$ cat src/rtl/lsu_pkg.sv
// Shared types and constants for the load/store unit slice.
package lsu_pkg;

    localparam int ISA_WIDTH = 32;

    // Access size codes carried on req_size (3 behaves as word).
    localparam logic [1:0] LSU_B = 2'd0;
    localparam logic [1:0] LSU_H = 2'd1;
    localparam logic [1:0] LSU_W = 2'd2;

    // Request context kept across REQ/WAIT for load extraction.
    typedef struct packed {
        logic [1:0] addr_lo;
        logic [1:0] size;
        logic       uns;
    } lsu_ctx_t;

endpackage

$ cat src/rtl/lsu_if.sv
// Execute-side request/response and memory-side bus of the load/store unit.
// slave  : the view taken by lsu itself.
// master : the view taken by its environment (execute stage plus memory).
interface lsu_if
    import lsu_pkg::*;
();

    logic                 req_valid;
    logic                 req_ready;
    logic                 req_we;
    logic [ISA_WIDTH-1:0] req_addr;
    logic [ISA_WIDTH-1:0] req_wdata;
    logic [1:0]           req_size;
    logic                 req_unsigned;

    logic                 resp_valid;
    logic [ISA_WIDTH-1:0] resp_rdata;
    logic                 resp_err;

    logic                 mem_req_valid;
    logic                 mem_req_ready;
    logic                 mem_we;
    logic [ISA_WIDTH-1:0] mem_addr;
    logic [ISA_WIDTH-1:0] mem_wdata;
    logic [3:0]           mem_wstrb;
    logic                 mem_resp_valid;
    logic [ISA_WIDTH-1:0] mem_rdata;

    modport slave (
        input  req_valid, req_we, req_addr, req_wdata, req_size, req_unsigned,
        input  mem_req_ready, mem_resp_valid, mem_rdata,
        output req_ready, resp_valid, resp_rdata, resp_err,
        output mem_req_valid, mem_we, mem_addr, mem_wdata, mem_wstrb
    );

    modport master (
        output req_valid, req_we, req_addr, req_wdata, req_size, req_unsigned,
        output mem_req_ready, mem_resp_valid, mem_rdata,
        input  req_ready, resp_valid, resp_rdata, resp_err,
        input  mem_req_valid, mem_we, mem_addr, mem_wdata, mem_wstrb
    );

endinterface

$ cat src/rtl/lsu_align.sv
// Combinational byte-lane logic: store replication, strobes, load shift and
// extension, and misalignment detection. Kept free of state so a cache can
// reuse it.
module lsu_align
    import lsu_pkg::*;
(
    input  logic [1:0]           addr_lo,
    input  logic [1:0]           size,
    input  logic                 uns,
    input  logic [ISA_WIDTH-1:0] wdata,
    input  logic [ISA_WIDTH-1:0] rdata,
    output logic [ISA_WIDTH-1:0] wdata_rep,
    output logic [3:0]           wstrb,
    output logic [ISA_WIDTH-1:0] rdata_ext,
    output logic                 misaligned
);

    logic        [ISA_WIDTH-1:0] shifted;
    logic signed [ISA_WIDTH-1:0] byte_sx;
    logic signed [ISA_WIDTH-1:0] half_sx;

    assign shifted = rdata >> {addr_lo, 3'b000};
    assign byte_sx = {{(ISA_WIDTH-8){shifted[7]}}, shifted[7:0]};
    assign half_sx = {{(ISA_WIDTH-16){shifted[15]}}, shifted[15:0]};

    // Per-size lane formatting; word (and the unused code 3) is the default.
    always_comb begin
        wdata_rep  = wdata;
        wstrb      = 4'b1111;
        rdata_ext  = shifted;
        misaligned = (addr_lo != 2'b00);
        case (size)
            LSU_B: begin
                wdata_rep  = {(ISA_WIDTH/8){wdata[7:0]}};
                wstrb      = 4'b0001 << addr_lo;
                rdata_ext  = uns ? {{(ISA_WIDTH-8){1'b0}}, shifted[7:0]} : byte_sx;
                misaligned = 1'b0;
            end
            LSU_H: begin
                wdata_rep  = {(ISA_WIDTH/16){wdata[15:0]}};
                wstrb      = 4'b0011 << addr_lo;
                rdata_ext  = uns ? {{(ISA_WIDTH-16){1'b0}}, shifted[15:0]} : half_sx;
                misaligned = addr_lo[0];
            end
            default: ;
        endcase
    end

endmodule

$ cat src/rtl/lsu.sv
// Load/store unit: one request at a time, converted into a word-aligned,
// byte-strobed memory transaction, answered with a one-cycle response.
module lsu
    import lsu_pkg::*;
(
    input  logic  clk,
    input  logic  rst,
    lsu_if.slave  bus
);

    typedef enum logic [1:0] {
        IDLE = 2'd0,
        REQ  = 2'd1,
        WAIT = 2'd2,
        RESP = 2'd3
    } state_t;

    state_t               state;
    lsu_ctx_t             ctx;

    logic                 mem_we_q;
    logic [ISA_WIDTH-1:0] mem_addr_q;
    logic [ISA_WIDTH-1:0] mem_wdata_q;
    logic [3:0]           mem_wstrb_q;
    logic                 resp_valid_q;
    logic [ISA_WIDTH-1:0] resp_rdata_q;
    logic                 resp_err_q;

    logic [1:0]           al_addr_lo;
    logic [1:0]           al_size;
    logic [ISA_WIDTH-1:0] al_wdata;
    logic [3:0]           al_wstrb;
    logic [ISA_WIDTH-1:0] al_rdata;
    logic                 al_mis;

    // In IDLE the aligner formats the live request; afterwards it decodes the
    // returning word against the latched context.
    assign al_addr_lo = (state == IDLE) ? bus.req_addr[1:0] : ctx.addr_lo;
    assign al_size    = (state == IDLE) ? bus.req_size      : ctx.size;

    lsu_align u_align (
        .addr_lo    (al_addr_lo),
        .size       (al_size),
        .uns        (ctx.uns),
        .wdata      (bus.req_wdata),
        .rdata      (bus.mem_rdata),
        .wdata_rep  (al_wdata),
        .wstrb      (al_wstrb),
        .rdata_ext  (al_rdata),
        .misaligned (al_mis)
    );

    assign bus.req_ready     = (state == IDLE);
    assign bus.mem_req_valid = (state == REQ);
    assign bus.mem_we        = mem_we_q;
    assign bus.mem_addr      = mem_addr_q;
    assign bus.mem_wdata     = mem_wdata_q;
    assign bus.mem_wstrb     = mem_wstrb_q;
    assign bus.resp_valid    = resp_valid_q;
    assign bus.resp_rdata    = resp_rdata_q;
    assign bus.resp_err      = resp_err_q;

    // Request sequencing with registered memory-side and response outputs.
    always_ff @(posedge clk or posedge rst) begin
        if (rst) begin
            state        <= IDLE;
            ctx          <= '0;
            mem_we_q     <= 1'b0;
            mem_addr_q   <= '0;
            mem_wdata_q  <= '0;
            mem_wstrb_q  <= 4'b0000;
            resp_valid_q <= 1'b0;
            resp_rdata_q <= '0;
            resp_err_q   <= 1'b0;
        end else begin
            case (state)
                IDLE: begin
                    if (bus.req_valid) begin
                        ctx.addr_lo <= bus.req_addr[1:0];
                        ctx.size    <= bus.req_size;
                        ctx.uns     <= bus.req_unsigned;
                        if (al_mis) begin
                            resp_valid_q <= 1'b1;
                            resp_err_q   <= 1'b1;
                            resp_rdata_q <= '0;
                            state        <= RESP;
                        end else begin
                            mem_we_q    <= bus.req_we;
                            mem_addr_q  <= {bus.req_addr[ISA_WIDTH-1:2], 2'b00};
                            mem_wdata_q <= al_wdata;
                            mem_wstrb_q <= bus.req_we ? al_wstrb : 4'b0000;
                            state       <= REQ;
                        end
                    end
                end
                REQ: begin
                    if (bus.mem_req_ready) begin
                        state <= WAIT;
                    end
                end
                WAIT: begin
                    if (bus.mem_resp_valid) begin
                        resp_valid_q <= 1'b1;
                        resp_err_q   <= 1'b0;
                        resp_rdata_q <= mem_we_q ? '0 : al_rdata;
                        state        <= RESP;
                    end
                end
                RESP: begin
                    resp_valid_q <= 1'b0;
                    state        <= IDLE;
                end
                default: state <= IDLE;
            endcase
        end
    end

endmodule

$ cat src/flat_wrapper.sv
// flat-port wrapper written by rule: the top's interface ports become plain ports
module lsu_flat import lsu_pkg::*;
  (clk, rst, bus_req_valid, bus_req_we, bus_req_addr, bus_req_wdata, bus_req_size, bus_req_unsigned, bus_mem_req_ready, bus_mem_resp_valid, bus_mem_rdata, bus_req_ready, bus_resp_valid, bus_resp_rdata, bus_resp_err, bus_mem_req_valid, bus_mem_we, bus_mem_addr, bus_mem_wdata, bus_mem_wstrb);
  lsu_if bus_i ();
  input  logic clk;
  input  logic rst;
  input wire logic [$bits(bus_i.req_valid)-1:0] bus_req_valid;
  input wire logic [$bits(bus_i.req_we)-1:0] bus_req_we;
  input wire logic [$bits(bus_i.req_addr)-1:0] bus_req_addr;
  input wire logic [$bits(bus_i.req_wdata)-1:0] bus_req_wdata;
  input wire logic [$bits(bus_i.req_size)-1:0] bus_req_size;
  input wire logic [$bits(bus_i.req_unsigned)-1:0] bus_req_unsigned;
  input wire logic [$bits(bus_i.mem_req_ready)-1:0] bus_mem_req_ready;
  input wire logic [$bits(bus_i.mem_resp_valid)-1:0] bus_mem_resp_valid;
  input wire logic [$bits(bus_i.mem_rdata)-1:0] bus_mem_rdata;
  output wire logic [$bits(bus_i.req_ready)-1:0] bus_req_ready;
  output wire logic [$bits(bus_i.resp_valid)-1:0] bus_resp_valid;
  output wire logic [$bits(bus_i.resp_rdata)-1:0] bus_resp_rdata;
  output wire logic [$bits(bus_i.resp_err)-1:0] bus_resp_err;
  output wire logic [$bits(bus_i.mem_req_valid)-1:0] bus_mem_req_valid;
  output wire logic [$bits(bus_i.mem_we)-1:0] bus_mem_we;
  output wire logic [$bits(bus_i.mem_addr)-1:0] bus_mem_addr;
  output wire logic [$bits(bus_i.mem_wdata)-1:0] bus_mem_wdata;
  output wire logic [$bits(bus_i.mem_wstrb)-1:0] bus_mem_wstrb;
  assign bus_i.req_valid = bus_req_valid;
  assign bus_i.req_we = bus_req_we;
  assign bus_i.req_addr = bus_req_addr;
  assign bus_i.req_wdata = bus_req_wdata;
  assign bus_i.req_size = bus_req_size;
  assign bus_i.req_unsigned = bus_req_unsigned;
  assign bus_i.mem_req_ready = bus_mem_req_ready;
  assign bus_i.mem_resp_valid = bus_mem_resp_valid;
  assign bus_i.mem_rdata = bus_mem_rdata;
  assign bus_req_ready = bus_i.req_ready;
  assign bus_resp_valid = bus_i.resp_valid;
  assign bus_resp_rdata = bus_i.resp_rdata;
  assign bus_resp_err = bus_i.resp_err;
  assign bus_mem_req_valid = bus_i.mem_req_valid;
  assign bus_mem_we = bus_i.mem_we;
  assign bus_mem_addr = bus_i.mem_addr;
  assign bus_mem_wdata = bus_i.mem_wdata;
  assign bus_mem_wstrb = bus_i.mem_wstrb;
  lsu u_core (.clk(clk), .rst(rst), .bus(bus_i));
endmodule
$ cat config.mk
export PLATFORM = sky130hd
export DESIGN_NAME = lsu_flat
export DESIGN_NICKNAME = d
export VERILOG_FILES = /design/src/rtl/lsu_pkg.sv /design/src/rtl/lsu_if.sv /design/src/rtl/lsu_align.sv /design/src/rtl/lsu.sv /design/src/flat_wrapper.sv
export SDC_FILE = /design/constraint.sdc
export NUM_CORES = 1
export LEC_CHECK = 0
export CAP_MARGIN = 20
export CORE_MARGIN = 2
export CORE_UTILIZATION = 39
export CTS_CLUSTER_DIAMETER = 200
export DETAILED_ROUTE_END_ITERATION = 7
export PLACE_DENSITY = 0.78
export SYNTH_ARGS = -nofsm -noshare
export SYNTH_HDL_FRONTEND = slang
export SYNTH_SLANG_ARGS = --single-unit
$ cat constraint.sdc
create_clock -name clk -period 3.6 [get_ports clk]
set_input_delay 0.9 -clock clk [delete_from_list [all_inputs] [get_ports clk]]
set_output_delay 0.9 -clock clk [all_outputs]
set_load 0.05 [all_outputs]
# After elaboration in Yosys (flattened, before gate mapping)
# Index checks and enable logic that the tools add are counted.
[classes] n_eq_ne=8 n_shift=3 muxes=25 n_bitwise=1 reduce_logical=10
[op_table] op="2-to-1 mux 32 bit" count=6
[op_table] op="case mux 32 bit (2 select lines)" count=3
[op_table] op=">> shifter 32 x 5 -> 32 bit" count=1
[op_table] op="2-to-1 mux 2 bit" count=6
[op_table] op="case mux 2 bit (4 select lines)" count=1
[op_table] op="case mux 4 bit (2 select lines)" count=1
[op_table] op="AND reduction 4 bit" count=2
[op_table] op="!= test 2 bit (second input constant)" count=3
[op_table] op="AND reduction 3 bit" count=2
[op_table] op="== test 2 x 1 -> 1 bit (second input constant)" count=2
[op_table] op="== test 2 bit (second input constant)" count=2
[op_table] op="logical NOT 2 bit" count=2
[op_table] op="2-to-1 mux 1 bit" count=4
[op_table] op="2-to-1 mux 4 bit" count=1
[op_table] op="case mux 1 bit (2 select lines)" count=2
[op_table] op="nonzero test 2 bit" count=2
[op_table] op="left shift 1 x 2 -> 4 bit (first input constant)" count=1
[op_table] op="left shift 2 x 2 -> 4 bit (first input constant)" count=1
[op_table] op="case mux 1 bit (3 select lines)" count=1
[op_table] op="nonzero test 3 bit" count=1
[op_table] op="!= test 2 x 1 -> 1 bit (second input constant)" count=1
[op_table] op="AND reduction 2 bit" count=1
[op_table] op="NOT 1 bit" count=1
[word_totals] regBits=108 input_bits=105

# Logic depth before layout (Yosys ltp)
[depth] word_depth=8 mapped_depth=10

# By module
# From an unflattened synthesis, not the netlist that was laid out.
[unflattened] hier_cells=534 hier_area_um2=5826.8
[modules_own_cells] mod="lsu" n_inst=1 cells_each=335 area_per_inst_um2=4490.6 seq_area_each_um2=2702.6
[modules_own_cells] mod="lsu_align" n_inst=1 cells_each=199 area_per_inst_um2=1336.3 seq_area_each_um2=0.0

# Worst setup path after synthesis
# No wires, ideal clock.
[synth_path] kind="register to register" from="register u_core.state[0]" to="register u_core.resp_rdata_q[17], in the netlist u_core.bus.resp_rdata[17]" arrival_ps=2602 t_required_ps=3465 slack_ps=864 stages_incl_launch_ff=9 n_path_buf=1 period_less_slack_ps=2736 path_cell_list="dfrtp_1 > inv_1 > ha_1 > mux2i_1 > mux2i_1 > mux2i_4 > a221oi_4 > buf_4 > o31ai_1"
[synth_via] elab_chain_cells=8 word_cells_on_any_way=20
[synth_lines] item="start: declaration" line_no="lsu.sv:18" source="state_t state;"
[synth_lines] item="start signal: assignment" line_no="lsu.sv:66" source="state <= IDLE;"
[synth_lines] item="start signal: assignment" line_no="lsu.sv:86" source="state <= RESP;"
[synth_lines] item="start signal: assignment" line_no="lsu.sv:92" source="state <= REQ;"
[synth_lines] item="logical NOT 2 bit *"
[synth_lines] item="via bus_req_ready" line_no="flat_wrapper.sv:16" source="output wire logic [$bits(bus_i.req_ready)-1:0] bus_req_ready;"
[synth_lines] item="2-to-1 mux 2 bit" line_no="lsu.sv:38" source="assign al_addr_lo = (state == IDLE) ? bus.req_addr[1:0] : ctx.addr_lo;"
[synth_lines] item=">> shifter 32 x 5 -> 32 bit" line_no="lsu_align.sv:22" source="assign shifted = rdata >> {addr_lo, 3'b000};"
[synth_lines] item="2-to-1 mux 32 bit (on tied branches)" line_no="lsu_align.sv:42, lsu_align.sv:36"
[synth_lines] item="case mux 32 bit (2 select lines)" line_no="lsu_align.sv:32" source="case (size)"
[synth_lines] item="2-to-1 mux 32 bit" line_no="lsu.sv:105" source="resp_rdata_q <= mem_we_q ? '0 : al_rdata;"
[synth_lines] item="2-to-1 mux 32 bit" line_no="lsu.sv:102" source="if (bus.mem_resp_valid) begin"
[synth_lines] item="case mux 32 bit (2 select lines)" line_no="lsu.sv:76" source="case (state)"
[synth_lines] item="end signal: assignment" line_no="lsu.sv:105"
[synth_lines] item="end: declaration" line_no="lsu.sv:26" source="logic [ISA_WIDTH-1:0] resp_rdata_q;"
# The timed path passes the listed nets; every way through them passes the cells marked *. The select of a mux whose other input is x is not followed.
# A chain may end at the register's enable or synchronous reset.

# Worst setup path in the final report
[layout_path] from="register u_core.state[0]" to="output bus_req_ready"
[layout_via] elab_chain_cells=1
[layout_lines] item="logical NOT 2 bit" line_no="lsu.sv:53" source="assign bus.req_ready = (state == IDLE);"
[layout_lines] item="end: declaration" line_no="flat_wrapper.sv:16"
# No other way between the ends.

==> flow_summary.toml <==
[pwr]
power_density_mw_per_mm2 = 1070
vdd_drop_max_uv = 484
leakage_uw = 0.00350

[layout]
area_growth_pct = 49.9
n_antenna_cell = 0
regArea_mm2 = 0.00270
design_area_mm2 = 0.00776
final_nets = 858
drive_above_1_share = 0.0704
multi_input_area_mm2 = 0.00231
nFillCells = 1103

[yosys]
synthAdderAreaFrac = 0.00966
synth.top_cell.area_share = 0.522
synth_cell_type_count = 39
ys_seq_elements = 108
yosysWarnings = 0
synthTopCellsByCount = "nand2_1, dfrtp_1, mux2i_1"
synth_mux_area_frac = 0.123
synth_flop_cell = "dfrtp_1"
synth.most_common_cell = "nand2_1"
syn_inst = 550
synth-simple-area-share = 0.166
ys_seq_area_frac = 0.522
syn_area_per_cell_um2 = 9.42
synth_top_family_by_area = "simple AND/OR/NAND/NOR gates"
synth_area_leaders = "dfrtp_1, nand2_1, mux2i_1, o21ai_0, mux2_2"
synth_compound_area_frac = 0.143
synth.cell_area_mm2 = 0.00518
post-synth-top-area-cell = "dfrtp_1"
synth_edf_count = 0
async_reset_ff_frac = 1.00
synth_xor_area_frac = 0

[worst_setup_path]
startpoint_type = "register"
cp.required_ps = 2700
slowest_stage = "clkdlybuf4s50_1"
crit_chain = "inv_1 > ha_1 > clkdlybuf4s50_1"
cp_max_fo = 10
cp_top_family = "buffers and inverters"
end_kind = "output pin"
criticalPathCategory = "reg -> out"
worst-path-buf-inv = 2
cpPeakStageDelay_ps = 900
critical_path_arrival_ps = 2200

[grt]
grt.total_usage = 0.221
grt_pass1_vias = 4941
grt_max_degree = 89
overflow = 0
grt_pass1_wl_um = 25100
antenna_found_initial = 0

[die]
rows = 42
die_y_um = 119
core_area_mm2 = 0.0131
fp.dieW_um = 119
dieArea_mm2 = 0.0142
io_pins = 210
start_util = 0.396

[placement]
post-dp-hpwl_um = 11300
gp_congestion = 0.873
dpl-instance-area_mm2 = 0.00748
io_buffers = 207

[timing]
fin_crit_ps = 3100
slew_violations = 0
slew_headroom = 0.485
hold_violations = 0
finalSetupViolCount = 0
worst_slew_pin_slew_ps = 772
fin_crit_sh = 0.862
fmax_ghz = 0.322
setup_tns_ps = 0
rsz0062_at_grt = "no"
fin_skew_ps = 4.77

[clocking]
post_cts_resized = 0
numCtsBuffers = 9
clock-root-buffer = "clkbuf_16"
clkTransAtPathRegs_ps = 70
postCtsSetupBuffers = 0
cts.sinks = 108
cts_tree = "built"
ctsHoldBuffers = 0
cts.htree.levels = 3
clkLatencyLatePin_ps = 350
clk_path_buf_depth = 2

[drt]
via_per_inst = 5.22
antenna_left = 0
wl_per_cell_um = 16.6
dr.first_iter.drc_count = 312
route.vias.total = 4852
route.detailed.drc = 0
routed_wl_um = 15500
drtPass1Iterations = 5

[worst_hold_path]
holdCritPathClass = "reg -> reg"

[outcome]
status = "complete, no violations"

[flow_run]
maxCapViolCount = 0
## sequential cells by signal, summed over array words and instances (netlist names)
register               flops
u_core.bus.mem_wdata      32
u_core.bus.resp_rdata     32
u_core.bus.mem_addr       30
u_core.ctx                 5
u_core.bus.mem_wstrb       4
u_core.state               2
u_core.bus.mem_we          1
u_core.bus.resp_err        1
u_core.bus.resp_valid      1
## final timing paths
kind | start | endpoint | slack (ps) | cells after the start
setup / recovery | u_core.state[0]$_DFFE_PP0P_ | bus_req_ready | 500 | 3
hold / removal | u_core.bus.mem_addr[14]$_DFFE_PP0P_ | u_core.bus.mem_addr[14]$_DFFE_PP0P_ | 480 | 2
setup reg to reg | u_core.state[0]$_DFFE_PP0P_ | u_core.bus.resp_rdata[24]$_DFFE_PP0P_ | 770 | 8
hold reg to reg | u_core.bus.mem_addr[14]$_DFFE_PP0P_ | u_core.bus.mem_addr[14]$_DFFE_PP0P_ | 480 | 2
max in group asynchronous | rst | u_core.bus.mem_addr[21]$_DFFE_PP0P_ | 1840 | 3
min in group asynchronous | rst | u_core.ctx[4]$_DFFE_PP0P_ | 930 | 2
## layout by cell type (no fill, tap or decap), types with 9 or more instances in the layout
cell type        count
clkbuf_16            9
mux2_2              15
mux2i_1             41
dfrtp_1            108
buf_4               12
o21ai_0             39
nor2_1              27
clkdlybuf4s50_1    207
nand2_1            176
a21oi_1             32
o31ai_1             17
## where the power goes
part	switching [uW]	internal (uW)
Sequential	324	1740
Clock	428	541
Combinational	3430	1810
Total	4180	4100
## final cells by class
| type | instances | area share |
|---|---|---|
| inverter | 8 | 0.00435 |
| timing repair buffer | 222 | 0.284 |
| clock inverter | 1 | 0.000645 |
| tap | 176 | 0.0284 |
| sequential | 108 | 0.348 |
| multi-input combinational | 400 | 0.298 |
| clock buffer | 14 | 0.0366 |
## worst reg2reg max path: stages (launching register included)
cell      delay [ps]
dfrtp_1          400
inv_1            110
ha_1             450
buf_4            300
mux2i_2          350
mux2i_4          500
a221oi_4         120
buf_4            240
o31ai_1          270
## kinds of logic (layout without fill, tap and decap cells)
group | after synthesis | count (layout)
simple gates | 218 | 218
compound gates | 116 | 116
flops | 108 | 108
mux | 60 | 60
buf+inv | 43 | 245
fa+ha+maj | 4 | 4
other cells | 1 | 2
## per-stage QoR
step           worst slack, ps   util  instances  power [uW]  hold slack (ps)
2_1_floorplan              864      -        551        5600              524
4_1_cts                    476  0.593        929        8320              478
3_3_place_gp               524  0.571        913        7200              459
6_report                   498  0.593        929        8280              478
5_1_grt                    391  0.593        929        8740              495
3_5_place_dp               421  0.571        914        7330              461
## metal layers
metal,track usage,up-vias,share of wire
li1,-,2266,-
met1,0.266,2326,0.40
met2,0.376,229,0.49
met3,0.0580,31,0.083
met4,0.0893,0,0.024
met5,0,-,0
Note: power is estimated with default switching activity, not from simulation.
